$ cat config.mk
export PLATFORM = sky130hd
export DESIGN_NAME = issue_ctrl_flat
export DESIGN_NICKNAME = d
export VERILOG_FILES = /design/src/rtl/issue_ctrl_if.sv /design/src/rtl/issue_ctrl.sv /design/src/flat_wrapper.sv
export SDC_FILE = /design/constraint.sdc
export NUM_CORES = 1
export LEC_CHECK = 0
export ABC_AREA = 1
export BUFFER_PORTS_ARGS = -buffer_cell sky130_fd_sc_hd__buf_2
export CAP_MARGIN = 20
export CORE_AREA = 2 2 67 100
export DETAILED_ROUTE_END_ITERATION = 10
export DIE_AREA = 0 0 69 102
export PLACE_DENSITY = 0.69
export SLEW_MARGIN = 5
export SYNTH_ARGS = -nofsm -noshare
export SYNTH_HDL_FRONTEND = slang
export SYNTH_SLANG_ARGS = --single-unit
$ cat constraint.sdc
create_clock -name clk -period 3.7 [get_ports clk]
set_clock_uncertainty 0.2 [all_clocks]
set_input_delay 0.185 -clock clk [delete_from_list [all_inputs] [get_ports clk]]
set_output_delay 0.185 -clock clk [all_outputs]
set_load 0.02 [all_outputs]
$ cat src/rtl/issue_ctrl_if.sv
// Shared decoded-op encoding and the decode/retire bundle between the
// decoder, the issue controller and the execute stage.

package issue_pkg;
   typedef enum logic [4:0] {
      OP_NOP     = 5'd0,
      OP_ALU     = 5'd1,
      OP_LOAD    = 5'd2,
      OP_STORE   = 5'd3,
      OP_BRANCH  = 5'd4,
      OP_JAL     = 5'd5,
      OP_FENCE   = 5'd6,
      OP_FENCEI  = 5'd7,
      OP_SFENCE  = 5'd8,
      OP_ECALL   = 5'd9,
      OP_EBREAK  = 5'd10,
      OP_MRET    = 5'd11,
      OP_SRET    = 5'd12,
      OP_URET    = 5'd13,
      OP_WFI     = 5'd14,
      OP_CSRRW   = 5'd15,
      OP_CSRRS   = 5'd16,
      OP_CSRRC   = 5'd17,
      OP_CSRRWI  = 5'd18,
      OP_CSRRSI  = 5'd19,
      OP_CSRRCI  = 5'd20,
      OP_INVALID = 5'd21
   } op_t;
endpackage

interface issue_ctrl_if #(
   parameter int MAX_INFLIGHT = 3,
   parameter int CNT_W        = $clog2(MAX_INFLIGHT + 1)
) ();
   // decode side
   logic               id_valid;
   issue_pkg::op_t     id_op;
   logic [4:0]         id_raddr1;
   logic [4:0]         id_raddr2;
   logic               id_we;
   logic [4:0]         id_waddr;
   logic               id_ready;
   logic               hazard;
   // pipeline control
   logic               ex_stall;
   logic               flush;
   // retire side
   logic               ret_valid;
   logic               ret_clr;
   logic [4:0]         ret_waddr;
   // status
   logic [CNT_W-1:0]   inflight;
   logic               serial_busy;
   logic               sb_err;

   modport master (
      output id_valid, id_op, id_raddr1, id_raddr2, id_we, id_waddr,
      output ex_stall, flush, ret_valid, ret_clr, ret_waddr,
      input  id_ready, hazard, inflight, serial_busy, sb_err
   );

   modport slave (
      input  id_valid, id_op, id_raddr1, id_raddr2, id_we, id_waddr,
      input  ex_stall, flush, ret_valid, ret_clr, ret_waddr,
      output id_ready, hazard, inflight, serial_busy, sb_err
   );
endinterface

$ cat src/rtl/issue_ctrl.sv
// Issue controller: pending-write scoreboard, in-flight counter and a
// drain/wait sequencer that isolates serializing ops (CSR, fence.i,
// system ops, invalid) from everything older and younger.

module issue_ctrl
   import issue_pkg::*;
#(
   parameter int MAX_INFLIGHT = 3,
   parameter int CNT_W        = $clog2(MAX_INFLIGHT + 1)
) (
   input  logic         clk,
   input  logic         rst_n,
   issue_ctrl_if.slave  bus
);

   localparam logic [CNT_W-1:0] MAX_CNT  = CNT_W'(MAX_INFLIGHT);
   localparam logic [CNT_W-1:0] ONE_CNT  = CNT_W'(1);
   localparam logic [CNT_W-1:0] ZERO_CNT = CNT_W'(0);

   typedef enum logic [1:0] {
      S_IDLE  = 2'd0,
      S_DRAIN = 2'd1,
      S_WAIT  = 2'd2
   } state_t;

   state_t             state_r;
   state_t             state_nx_s;
   logic [31:0]        pending_r;
   logic [31:0]        pending_nx_s;
   logic [CNT_W-1:0]   inflight_r;
   logic [CNT_W-1:0]   inflight_nx_s;
   logic               sb_err_r;
   logic               sb_err_nx_s;

   logic               serial_op_s;
   logic               hazard_s;
   logic               base_ready_s;
   logic               ready_s;
   logic               issue_s;
   logic               cnt_zero_s;

   // Ops that must run with an empty pipeline on both sides.
   function automatic logic is_serial(input op_t op);
      logic res;
      case (op)
         OP_FENCEI, OP_SFENCE, OP_ECALL, OP_EBREAK,
         OP_MRET, OP_SRET, OP_URET, OP_WFI,
         OP_CSRRW, OP_CSRRS, OP_CSRRC,
         OP_CSRRWI, OP_CSRRSI, OP_CSRRCI,
         OP_INVALID: res = 1'b1;
         default:    res = 1'b0;
      endcase
      return res;
   endfunction

   // Register x0 is never tracked, so a zero address can never collide.
   function automatic logic pend_hit(input logic [31:0] pend, input logic [4:0] addr);
      return (addr != 5'd0) && pend[addr];
   endfunction

   assign serial_op_s = is_serial(bus.id_op);
   assign cnt_zero_s  = (inflight_r == ZERO_CNT);

   // RAW/WAW check against registered scoreboard only (clears are not bypassed).
   always_comb begin
      hazard_s = 1'b0;
      if (bus.id_valid) begin
         hazard_s = pend_hit(pending_r, bus.id_raddr1)
                  | pend_hit(pending_r, bus.id_raddr2)
                  | (bus.id_we & pend_hit(pending_r, bus.id_waddr));
      end else begin
         hazard_s = 1'b0;
      end
   end

   assign base_ready_s = ~bus.ex_stall & ~bus.flush & ~hazard_s & (inflight_r < MAX_CNT);

   // Serialization sequencer: next state and issue permission.
   always_comb begin
      state_nx_s = state_r;
      ready_s    = 1'b0;
      case (state_r)
         S_IDLE: begin
            if (!serial_op_s) begin
               ready_s = base_ready_s;
            end else if (cnt_zero_s) begin
               ready_s = base_ready_s;
               if (bus.id_valid && base_ready_s) begin
                  state_nx_s = S_WAIT;
               end else begin
                  state_nx_s = S_IDLE;
               end
            end else begin
               ready_s = 1'b0;
               if (bus.id_valid) begin
                  state_nx_s = S_DRAIN;
               end else begin
                  state_nx_s = S_IDLE;
               end
            end
         end
         S_DRAIN: begin
            if (bus.flush) begin
               ready_s    = 1'b0;
               state_nx_s = S_IDLE;
            end else if (cnt_zero_s) begin
               ready_s = base_ready_s;
               if (bus.id_valid && base_ready_s) begin
                  state_nx_s = S_WAIT;
               end else begin
                  state_nx_s = S_DRAIN;
               end
            end else begin
               ready_s    = 1'b0;
               state_nx_s = S_DRAIN;
            end
         end
         S_WAIT: begin
            ready_s = 1'b0;
            // the serial op is the only thing in flight; its retire ends the wait
            if (bus.ret_valid && (inflight_r == ONE_CNT)) begin
               state_nx_s = S_IDLE;
            end else begin
               state_nx_s = S_WAIT;
            end
         end
         default: begin
            ready_s    = 1'b0;
            state_nx_s = S_IDLE;
         end
      endcase
   end

   assign issue_s = bus.id_valid & ready_s;

   // Scoreboard, in-flight counter and error flag next values.
   always_comb begin
      pending_nx_s  = pending_r;
      inflight_nx_s = inflight_r;
      sb_err_nx_s   = sb_err_r;

      // clear first so that a same-cycle set on the same register wins
      if (bus.ret_valid && bus.ret_clr) begin
         pending_nx_s[bus.ret_waddr] = 1'b0;
      end else begin
         pending_nx_s = pending_nx_s;
      end
      if (issue_s && bus.id_we && (bus.id_waddr != 5'd0)) begin
         pending_nx_s[bus.id_waddr] = 1'b1;
      end else begin
         pending_nx_s = pending_nx_s;
      end
      pending_nx_s[0] = 1'b0;

      case ({issue_s, bus.ret_valid})
         2'b10:   inflight_nx_s = inflight_r + ONE_CNT;
         2'b01: begin
            if (cnt_zero_s) begin
               inflight_nx_s = ZERO_CNT;
            end else begin
               inflight_nx_s = inflight_r - ONE_CNT;
            end
         end
         default: inflight_nx_s = inflight_r;
      endcase

      if (bus.ret_valid && cnt_zero_s) begin
         sb_err_nx_s = 1'b1;
      end else begin
         sb_err_nx_s = sb_err_r;
      end
   end

   // State registers; reset discards every in-flight record immediately.
   always_ff @(posedge clk or negedge rst_n) begin
      if (!rst_n) begin
         state_r    <= S_IDLE;
         pending_r  <= 32'd0;
         inflight_r <= ZERO_CNT;
         sb_err_r   <= 1'b0;
      end else begin
         state_r    <= state_nx_s;
         pending_r  <= pending_nx_s;
         inflight_r <= inflight_nx_s;
         sb_err_r   <= sb_err_nx_s;
      end
   end

   // handshake outputs are forced low while reset is held
   assign bus.id_ready    = rst_n & ready_s;
   assign bus.hazard      = rst_n & hazard_s;
   assign bus.inflight    = inflight_r;
   assign bus.serial_busy = (state_r != S_IDLE);
   assign bus.sb_err      = sb_err_r;

endmodule

$ cat src/flat_wrapper.sv
// flat-port wrapper written by rule: the top's interface ports become plain ports
module issue_ctrl_flat import issue_pkg::*;
#(
   parameter int MAX_INFLIGHT = 3,
   parameter int CNT_W        = $clog2(MAX_INFLIGHT + 1)
)
  (clk, rst_n, bus_id_valid, bus_id_op, bus_id_raddr1, bus_id_raddr2, bus_id_we, bus_id_waddr, bus_ex_stall, bus_flush, bus_ret_valid, bus_ret_clr, bus_ret_waddr, bus_id_ready, bus_hazard, bus_inflight, bus_serial_busy, bus_sb_err);
  issue_ctrl_if #(.MAX_INFLIGHT(MAX_INFLIGHT), .CNT_W(CNT_W)) bus_i ();
  input  logic clk;
  input  logic rst_n;
  input wire logic [$bits(bus_i.id_valid)-1:0] bus_id_valid;
  input wire logic [$bits(bus_i.id_op)-1:0] bus_id_op;
  input wire logic [$bits(bus_i.id_raddr1)-1:0] bus_id_raddr1;
  input wire logic [$bits(bus_i.id_raddr2)-1:0] bus_id_raddr2;
  input wire logic [$bits(bus_i.id_we)-1:0] bus_id_we;
  input wire logic [$bits(bus_i.id_waddr)-1:0] bus_id_waddr;
  input wire logic [$bits(bus_i.ex_stall)-1:0] bus_ex_stall;
  input wire logic [$bits(bus_i.flush)-1:0] bus_flush;
  input wire logic [$bits(bus_i.ret_valid)-1:0] bus_ret_valid;
  input wire logic [$bits(bus_i.ret_clr)-1:0] bus_ret_clr;
  input wire logic [$bits(bus_i.ret_waddr)-1:0] bus_ret_waddr;
  output wire logic [$bits(bus_i.id_ready)-1:0] bus_id_ready;
  output wire logic [$bits(bus_i.hazard)-1:0] bus_hazard;
  output wire logic [$bits(bus_i.inflight)-1:0] bus_inflight;
  output wire logic [$bits(bus_i.serial_busy)-1:0] bus_serial_busy;
  output wire logic [$bits(bus_i.sb_err)-1:0] bus_sb_err;
  assign bus_i.id_valid = bus_id_valid;
  assign bus_i.id_op = bus_id_op;
  assign bus_i.id_raddr1 = bus_id_raddr1;
  assign bus_i.id_raddr2 = bus_id_raddr2;
  assign bus_i.id_we = bus_id_we;
  assign bus_i.id_waddr = bus_id_waddr;
  assign bus_i.ex_stall = bus_ex_stall;
  assign bus_i.flush = bus_flush;
  assign bus_i.ret_valid = bus_ret_valid;
  assign bus_i.ret_clr = bus_ret_clr;
  assign bus_i.ret_waddr = bus_ret_waddr;
  assign bus_id_ready = bus_i.id_ready;
  assign bus_hazard = bus_i.hazard;
  assign bus_inflight = bus_i.inflight;
  assign bus_serial_busy = bus_i.serial_busy;
  assign bus_sb_err = bus_i.sb_err;
  issue_ctrl #(.MAX_INFLIGHT(MAX_INFLIGHT), .CNT_W(CNT_W)) u_core (.clk(clk), .rst_n(rst_n), .bus(bus_i));
endmodule
==> run summary, run 1 <==
• **syn nets** 536
• **HPWL reported at the end of detailed placement** 6990 µm
• **vias after detailed routing** 3347
• **total power density per cell area** 323 nW/µm²
• **commonest non-fill, non-tap cells in the layout** nand2_1, inv_1, nor2_1, o21ai_0, buf_2
• **sequential area share after synthesis** 30.1%
• **standard-cell rows** 35
• **number of DRC markers after the initial detailed-route iteration** 291
• **number of I/O pins** 39
• **crit path time final** 2.72 ns
• **most frequent standard cell in the layout excluding fill and tap cells** nand2_1
• **Yosys warning total** 0
• **clock tree root driver cell** clkbuf_8
• **detailed-route wire length** 9230 µm
• **initial core utilization** 48.8%
• **class of the worst hold path** input port to flip-flop
• **cell count after placement** 598
• **total of max-cap violations** 0
• **Num CTS Buffers** 5
• **Via density** 5.50
• **Setup WS pre-CTS** 0.953 ns
• **post-place instance area** 3180 µm²
• **clock latency of the later-clocked register in the worst-skew pair** 0.29 ns
• **hold violation total from the final report** 1
• **Wirelength per Cell** 15.2 µm
• **worst path arrival time** 2.75 ns
• **Cell Area, Synth** 2990 µm²
• **Overflow after GRT** 0
• **standby leakage power** 1.85 nW
• **clock-pin slew reported for the worst setup and hold paths after clock tree synthesis** 0.07 ns
• **highest achievable clock rate** 0.367 GHz
• **number of port buffers** 38
• **pin count of the biggest net entering global routing** 38
• **count of different cell masters after synthesis** 27
• **DIE WIDTH** 69 µm
• **Final Non-Filler Cells** 608
• **required time of the critical path** 3.72 ns
• **total setup buffers inserted after CTS** 0
• **final-stage net count** 572
• **Final Worst Setup Slack** 0.976 ns
• **start-to-end type of the worst setup path** flip-flop to flip-flop
• **Slew Viols, Final** 0
• **synthesis-stage register bit count** 36
• **CP Launch Type** flip-flop
• **final estimated routing congestion in global placement** 0.938
• **CTS tree** yes
• **setup repair after global routing missed its margin** no
• **Pwr Total** 1.07 mW
• **final sum of negative setup slack** 0 ns
• **failing checks** hold timing
• **post-route cell area** 3310 µm²
• **Finished Core Util** 53.9%
• **cell count after synthesis** 498
• **Worst Hold Margin** -0.00334 ns
• **Post-Synthesis Mean Instance Area** 6.01 µm²
• **initial antenna violation count** 0
• **status** complete, but fails checks
• **final count of negative-setup-slack endpoints** 0
• **largest voltage drop on the vdd net** 0.000304 V
• **count of antenna diodes in the layout** 0
• **clock sink count** 36
• **total number of H-tree levels** 2
• **post-synthesis to final-layout area growth** 10.4%
• **critical path capture point type** flip-flop
• **vias in the first global route** 3154
• **crit share post-route** 73.6%
• **global-route wire length before repair** 15500 µm
• **DIE AREA** 7040 µm²
• **relative max-transition margin** 45.2%
• **Crit Path Max Fanout** 31
• **buffer depth of the longest clock path** 2
• **Placeable Area** 6130 µm²
• **Detail Route Antenna Nets** 0
• **Worst-Margin Slew** 0.820 ns
• **drt pass-1 iters** 5
• **All-Layer GR Usage** 27.4%
• **die extent in y** 102 µm
• **DRC violation count after routing** 0
• **share of final-layout standard cells stronger than drive strength 1** 11.6%
==> area by class of cell <==
| class | count | area, µm² |
|---|---|---|
| clock buffer | 7 | 96.3 |
| fill | 677 | 2820 |
| inverter | 54 | 205 |
| multi-input combinational | 395 | 1780 |
| sequential | 36 | 901 |
| tap | 74 | 92.6 |
| timing repair buffer | 42 | 228 |
==> critical path: stages (launching register included) <==
cell and delay (ns):
dfrtp_1 0.42, or2_2 0.30, nand3_1 0.07, nand3_1 0.08, nand3_1 0.10, nand2_1 0.06, nand2_1 0.11, nand3_2 0.13
nor2_4 0.15, nand4_4 0.11, nor2_4 0.66, nand2_1 0.14, nand2_1 0.11
==> state kept, by name, summed over array words and instances (netlist names) <==
register	count
u_core.bus.inflight	2
u_core.pending_r	31
u_core.state_r	2
u_core.bus.sb_err	1
==> per-layer routing <==
metal / global-route usage, % / wire length (µm) / up-vias
met5: 0 / 0 / -
met4: 14.3 / 361 / 0
met3: 2.37 / 557 / 34
met2: 47.7 / 4580 / 160
met1: 34.1 / 3730 / 1506
li1: - / - / 1647
==> cell families (layout without fill, tap and decap cells) <==
| logic type | after synthesis | in the layout | synth area share, % |
|---|---|---|---|
| AO/OA/AOI/OAI | 66 | 66 | 12.4 |
| adder cells (fa/ha/maj) | 5 | 5 | 2.09 |
| buffers and inverters | 67 | 103 | 10.3 |
| flip-flops | 36 | 36 | 30.1 |
| AND/OR/NAND/NOR | 324 | 324 | 45.1 |
==> cell usage after synthesis <==
master,n,area share [%]
nand2_1,208,26
inv_1,53,6.6
nor2_1,51,6.4
o21ai_0,42,7.0
dfrtp_1,36,30
nand3_1,36,6.0
o211ai_1,11,2.8
nand2_2,10,2.1
nor3_1,10,1.7
a21oi_1,7,1.2
buf_6,6,2.3
buf_2,5,0.84
ha_1,5,2.1
nand4_1,4,0.84
nor2_4,2,0.75
a211o_1,1,0.29
a21o_1,1,0.25
a22oi_1,1,0.25
a31oi_1,1,0.21
buf_1,1,0.13
buf_4,1,0.25
inv_4,1,0.21
nand3_2,1,0.33
nand4_4,1,0.71
o21a_1,1,0.25
o22ai_1,1,0.21
or2_2,1,0.21
==> repair_timing <==
item / in CTS / in global routing
gates resized for setup: 0 / 0
hold buffers: 3 / 0
endpoints found under the hold margin: 38 / 0
==> path summary, 6_finish.rpt <==
check                                                    start                        endpoint  slack, ns  depth (start not counted)
worst max-delay path            u_core.pending_r[28]$_DFF_PN0_  u_core.pending_r[30]$_DFF_PN0_       0.98                         12
worst min-delay path                              bus_id_valid   u_core.state_r[0]$_DFFE_PN0P_     -0.003                          3
worst max register to register  u_core.pending_r[28]$_DFF_PN0_  u_core.pending_r[30]$_DFF_PN0_       0.98                         12
worst min register to register   u_core.bus.sb_err$_DFFE_PN0P_   u_core.bus.sb_err$_DFFE_PN0P_       0.27                          1
max in group asynchronous                                rst_n   u_core.pending_r[4]$_DFF_PN0_       2.68                          3
min in group asynchronous                                rst_n  u_core.pending_r[29]$_DFF_PN0_       0.27                          3
==> where the power goes <==
| part | internal, mW | switching [mW] |
|---|---|---|
| combinational | 0.0996 | 0.205 |
| sequential | 0.422 | 0.0351 |
| clock | 0.166 | 0.141 |
Power figures use the tool's default switching activity.
==> run 2, diff against run 1 <==
--- a/config.mk
+++ b/config.mk
@@ -11,7 +11,7 @@
 export CORE_AREA = 2 2 67 100
 export DETAILED_ROUTE_END_ITERATION = 10
 export DIE_AREA = 0 0 69 102
-export PLACE_DENSITY = 0.69
+export PLACE_DENSITY = 0.71
 export SLEW_MARGIN = 5
 export SYNTH_ARGS = -nofsm -noshare
 export SYNTH_HDL_FRONTEND = slang
==> constraint.sdc (replaced) <==
create_clock -name clk -period 2.3 [get_ports clk]
set_clock_uncertainty 0.2 [all_clocks]
set_input_delay 0.115 -clock clk [delete_from_list [all_inputs] [get_ports clk]]
set_output_delay 0.115 -clock clk [all_outputs]
set_load 0.02 [all_outputs]
==> run summary, run 2 (synthesis gave the netlist of run 1 again) <==
• **status** complete, but fails checks
• **failing checks** setup timing
• **most frequent standard cell in the layout excluding fill and tap cells** nand2_1
• **crit path cell chain** or2_2 -> nand3_2 -> nand3_2 -> nand3_2 -> nand2_1 -> nand2_1 -> nand3_2 -> o21ai_2 -> nand3_2 -> nor2_2 -> buf_6
• **Detail Route Antenna Nets** 0
• **Via density** 5.46
• **Crit Path Max Fanout** 2
• **Clk network pwr share** 28.6%
• **net switching power** 0.640 mW
• **vias after detailed routing** 3426
• **highest achievable clock rate** 0.431 GHz
• **critical path buffer and inverter count** 1
• **post-synthesis to final-layout area growth** 18.9%
• **Num CTS Buffers** 5
• **Final Worst Setup Slack** -0.0181 ns
• **Wirelength per Cell** 14.8 µm
• **Setup WS pre-CTS** -0.229 ns
• **clock tree root driver cell** clkbuf_8
• **flip-flop count of the largest register, all copies and words added** 31
• **final-stage net count** 592
• **Overflow after GRT** 0
• **class of the worst hold path** input port to flip-flop
• **start-to-end type of the worst setup path** flip-flop to output pin
• **setup repair after global routing missed its margin** yes
• **standard-cell rows** 35
• **global-route wire length before repair** 15200 µm
• **slowest stage cell, crit path** dfrtp_1
• **cell count after placement** 608
• **Placeable Area** 6130 µm²
• **required time of the critical path** 1.99 ns
• **CTS tree** yes
• **All-Layer GR Usage** 27.1%
• **post-route cell area** 3560 µm²
• **CP Launch Type** flip-flop
• **portion of total power attributed to combinational logic** 30.2%
• **relative max-transition margin** 53.4%
• **crit path time final** 2.32 ns
• **worst path arrival time** 2.00 ns
• **drt pass-1 iters** 5
• **initial core utilization** 48.8%
• **HPWL reported at the end of detailed placement** 6980 µm
• **DIE WIDTH** 69 µm
• **pin count of the biggest net entering global routing** 37
• **cell type group with the largest total delay on the critical path** simple AND/OR/NAND/NOR gates
• **clock-pin slew reported for the worst setup and hold paths after clock tree synthesis** 0.08 ns
• **number of I/O pins** 39
• **clock sink count** 36
• **total of max-cap violations** 0
• **die extent in y** 102 µm
• **final sum of negative setup slack** -0.0181 ns
• **buffer depth of the longest clock path** 2
• **final count of negative-setup-slack endpoints** 1
• **number of DRC markers after the initial detailed-route iteration** 257
• **register containing the most flip-flops in the final layout** u_core.pending_r
• **Max stage delay on crit path** 0.39 ns
• **fill cell instance count of the final layout** 638
• **largest voltage drop on the vdd net** 0.000446 V
• **Slew Viols, Final** 0
• **switching portion of total power** 35.9%
• **detailed-route wire length** 9300 µm
• **standby leakage power** 1.97 nW
• **Final Non-Filler Cells** 628
• **hold violation total from the final report** 0
• **count of antenna diodes in the layout** 0
• **share of final-layout standard cells stronger than drive strength 1** 16.6%
• **DIE AREA** 7040 µm²
• **commonest non-fill, non-tap cells in the layout** nand2_1, inv_1, nor2_1, o21ai_0, buf_2
• **final estimated routing congestion in global placement** 0.969
• **vias in the first global route** 3184
• **clock latency of the later-clocked register in the worst-skew pair** 0.30 ns
• **internal power contribution** 1.14 mW
• **most repeated library cell on the critical path** nand3_2
• **crit share post-route** 101%
• **number of port buffers** 38
• **post-place instance area** 3280 µm²
• **total power density per cell area** 501 nW/µm²
• **Worst-Margin Slew** 0.692 ns
• **initial antenna violation count** 0
• **sequential fraction of design power** 41.2%
• **DRC violation count after routing** 0
• **total number of H-tree levels** 2
• **critical path capture point type** output pin
## run 2: layout make-up
type                            count  area [µm²]  share of cell area (%)
Clock buffer                        7        96.3                    2.71
Multi-Input combinational cell    396        1840                    51.8
Tap cell                           74        92.6                    2.60
Sequential cell                    36         901                    25.3
Inverter                           54         205                    5.76
Timing Repair Buffer               61         420                    11.8
## run 2: layer usage
metal	GRT usage, %	share of wire (%)	vias to the layer above
met1	31.4	39	1543
li1	-	-	1695
met4	15.2	4.6	0
met5	0	0	-
met2	48.6	50	158
met3	3.16	6.6	30
## run 2: worst paths after layout
path,endpoint,from,cells after the start,slack (ns)
setup reg to reg,u_core.bus.inflight[1]$_DFFE_PN0P_,u_core.pending_r[28]$_DFF_PN0_,12,0.06
max in group asynchronous,u_core.pending_r[6]$_DFF_PN0_,rst_n,3,1.36
hold reg to reg,u_core.bus.sb_err$_DFFE_PN0P_,u_core.bus.sb_err$_DFFE_PN0P_,1,0.29
hold / removal,u_core.state_r[1]$_DFFE_PN0P_,bus_id_op[4],6,0.05
min in group asynchronous,u_core.pending_r[26]$_DFF_PN0_,rst_n,3,0.21
setup / recovery,bus_id_ready,u_core.pending_r[28]$_DFF_PN0_,11,-0.02
## run 2: metrics by stage
step / util, % / hold slack (ns) / total power [mW]
after floorplan: - / -0.381 / 1.06
after global placement: 53.5 / 0.00512 / 1.23
after detailed placement: 53.5 / 0.0122 / 1.24
after CTS: 56.7 / 0.0545 / 1.76
after global routing: 58.1 / 0.0993 / 1.88
final: 58.1 / 0.0533 / 1.78
## run 2: power by group through the flow
| stage | sequential [mW] | combinational [mW] | clock, mW |
|---|---|---|---|
| after floorplan | 0.743 | 0.318 | 0 |
| after global placement | 0.743 | 0.491 | 0 |
| after detailed placement | 0.744 | 0.498 | 0 |
| after CTS | 0.731 | 0.519 | 0.514 |
| after global routing | 0.737 | 0.607 | 0.536 |
| final | 0.733 | 0.539 | 0.510 |
## run 2: what timing repair did
action | CTS | global route
gates cloned | 1 | 0
buffers inserted | 4 | 4
setup endpoints to repair | 32 | 33
hold endpoints to repair | 39 | 0
resized for setup | 5 | 14
pin swaps | 2 | 11
hold buffers | 4 | 0
## run 2: worst min-delay path: cells and delay by family
family / cells / cell delay (ns)
AOI/OAI and AO/OA: 2 / 0.11
and+or+nand+nor: 2 / 0.13
buffers and inverters: 2 / 0.15
==> run 3, diff against run 2 <==
--- a/config.mk
+++ b/config.mk
@@ -11,7 +11,7 @@
 export CORE_AREA = 2 2 67 100
 export DETAILED_ROUTE_END_ITERATION = 10
 export DIE_AREA = 0 0 69 102
-export PLACE_DENSITY = 0.71
+export PLACE_DENSITY = 0.77
 export SLEW_MARGIN = 5
 export SYNTH_ARGS = -nofsm -noshare
 export SYNTH_HDL_FRONTEND = slang
==> run summary, run 3 (synthesis gave the netlist of run 1 again) <==
• **post-route cell area** 3570 µm²
• **clock tree root driver cell** clkbuf_8
• **worst path arrival time** 2.02 ns
• **initial core utilization** 48.8%
• **Overflow after GRT** 0
• **number of DRC markers after the initial detailed-route iteration** 278
• **worst r2r dst** u_core.bus.inflight[0]$_DFFE_PN0P_
• **CTS tree** yes
• **Cells on Worst Hold Path** 6
• **Placeable Area** 6130 µm²
• **Num CTS Buffers** 5
• **clock latency of the later-clocked register in the worst-skew pair** 0.29 ns
• **Via density** 5.49
• **final count of negative-setup-slack endpoints** 2
• **Reg2Reg Depth** 15
• **fill cell instance count of the final layout** 617
• **crit path time final** 2.34 ns
• **Final Worst Setup Slack** -0.0362 ns
• **global-route wire length before repair** 15000 µm
• **standard-cell rows** 35
• **commonest non-fill, non-tap cells in the layout** nand2_1, inv_1, nor2_1, buf_2, dfrtp_1
• **required time of the critical path** 1.99 ns
• **Wirelength per Cell** 15.3 µm
• **standby leakage power** 2.03 nW
• **flip-flop count of the largest register, all copies and words added** 31
• **Slew Viols, Final** 0
• **vias in the first global route** 3319
• **launch point of the worst reg-to-reg path** u_core.pending_r[10]$_DFF_PN0_
• **clock-pin slew reported for the worst setup and hold paths after clock tree synthesis** 0.08 ns
• **share of final-layout standard cells stronger than drive strength 1** 16.9%
• **All-Layer GR Usage** 26.7%
• **Pwr Total** 1.72 mW
• **worst hold endpoint** u_core.state_r[0]$_DFFE_PN0P_
• **HPWL reported at the end of detailed placement** 7060 µm
• **CP Launch Type** flip-flop
• **clock sink count** 36
• **Reg2Reg Setup Slack** 0.01 ns
• **Setup WS pre-CTS** -0.0396 ns
• **final-stage net count** 587
• **total number of H-tree levels** 2
• **worst hold start** bus_id_op[4]
• **setup repair after global routing missed its margin** yes
• **drt pass-1 iters** 5
• **critical path capture point type** output pin
• **post-synthesis to final-layout area growth** 19.1%
• **Finished Core Util** 58.2%
• **start-to-end type of the worst setup path** flip-flop to output pin
• **total of max-cap violations** 0
• **most frequent standard cell in the layout excluding fill and tap cells** nand2_1
• **crit share post-route** 102%
• **Worst-Margin Slew** 0.483 ns
• **die extent in y** 102 µm
• **post-place instance area** 3290 µm²
• **count of antenna diodes in the layout** 0
• **class of the worst hold path** input port to flip-flop
• **failing checks** setup timing
• **register containing the most flip-flops in the final layout** u_core.pending_r
• **number of I/O pins** 39
• **buffer depth of the longest clock path** 2
• **highest achievable clock rate** 0.428 GHz
• **final sum of negative setup slack** -0.0498 ns
• **detailed-route wire length** 9560 µm
• **total power density per cell area** 483 nW/µm²
• **Crit Path Max Fanout** 4
• **largest voltage drop on the vdd net** 0.000426 V
• **register cell area after layout** 901 µm²
• **area occupied by multi-input gates** 1880 µm²
• **number of port buffers** 38
• **Detail Route Antenna Nets** 0
• **pin count of the biggest net entering global routing** 37
• **DRC violation count after routing** 0
• **initial antenna violation count** 0
• **vias after detailed routing** 3422
• **DIE AREA** 7040 µm²
• **relative max-transition margin** 67.8%
• **DIE WIDTH** 69 µm
• **final estimated routing congestion in global placement** 0.984
• **status** complete, but fails checks
• **hold violation total from the final report** 0
## run 3: area by class of cell
| class | instances | share of cell area (%) |
|---|---|---|
| inverter | 54 | 5.75 |
| clock buffer | 6 | 2.03 |
| timing repair buffer | 57 | 11.6 |
| multi-input combinational | 395 | 52.6 |
| sequential | 36 | 25.3 |
| tap | 74 | 2.60 |
| clock inverter | 1 | 0.140 |
## run 3: per-stage QoR
stage                     cells  hold WS, ns
after floorplan             498       -0.381
after global placement      607       0.0138
after detailed placement    607       0.0267
after CTS                   618       0.0565
after global routing        623        0.106
final                       623       0.0467
## run 3: worst max path at each step
stage | endpoint | slack, ns | start
finish | bus_id_ready | -0.04 | u_core.pending_r[10]$_DFF_PN0_
global route | bus_id_ready | -0.22 | u_core.pending_r[20]$_DFF_PN0_
CTS | bus_id_ready | -0.01 | u_core.pending_r[28]$_DFF_PN0_
detailed placement | u_core.bus.inflight[0]$_DFFE_PN0P_ | -0.04 | u_core.pending_r[28]$_DFF_PN0_
global placement | u_core.bus.inflight[1]$_DFFE_PN0P_ | 0.08 | u_core.pending_r[28]$_DFF_PN0_
floorplan | u_core.bus.inflight[1]$_DFFE_PN0P_ | 0.17 | u_core.bus.inflight[0]$_DFFE_PN0P_
## run 3: metal layers
layer	GRT usage [%]	routed length (µm)
met5	0	0
met4	18.4	651
met3	2.86	674
met2	49.2	4790
met1	28.7	3440
## run 3: worst max-delay path, stage by stage (launching register included)
cell and delay, ns:
dfrtp_1 0.42, nand2_1 0.08, nand2_1 0.06, nand2_1 0.08
nand2_1 0.07, nand2_1 0.06, nand2_1 0.05, nor2_1 0.11
nand2_1 0.06, nand2_1 0.07, nand3_2 0.12, o21ai_2 0.20
nand3_2 0.10, nor2_4 0.13, buf_6 0.12
## run 3: report_power, final
group	switching, mW	leakage [nW]	internal (mW)
combinational	0.354	1.50	0.199
sequential	0.0540	0.491	0.679
clock	0.229	0.0410	0.206
total	0.637	2.03	1.08
## run 3: timing repair
item / 4_1_cts / 5_1_grt
resized for setup: 6 / 31
endpoints found under the setup margin: 2 / 35
pin swaps: 0 / 10
hold buffers: 4 / 0
buffers inserted: 0 / 3
endpoints found under the hold margin: 39 / 0
cloned: 0 / 2
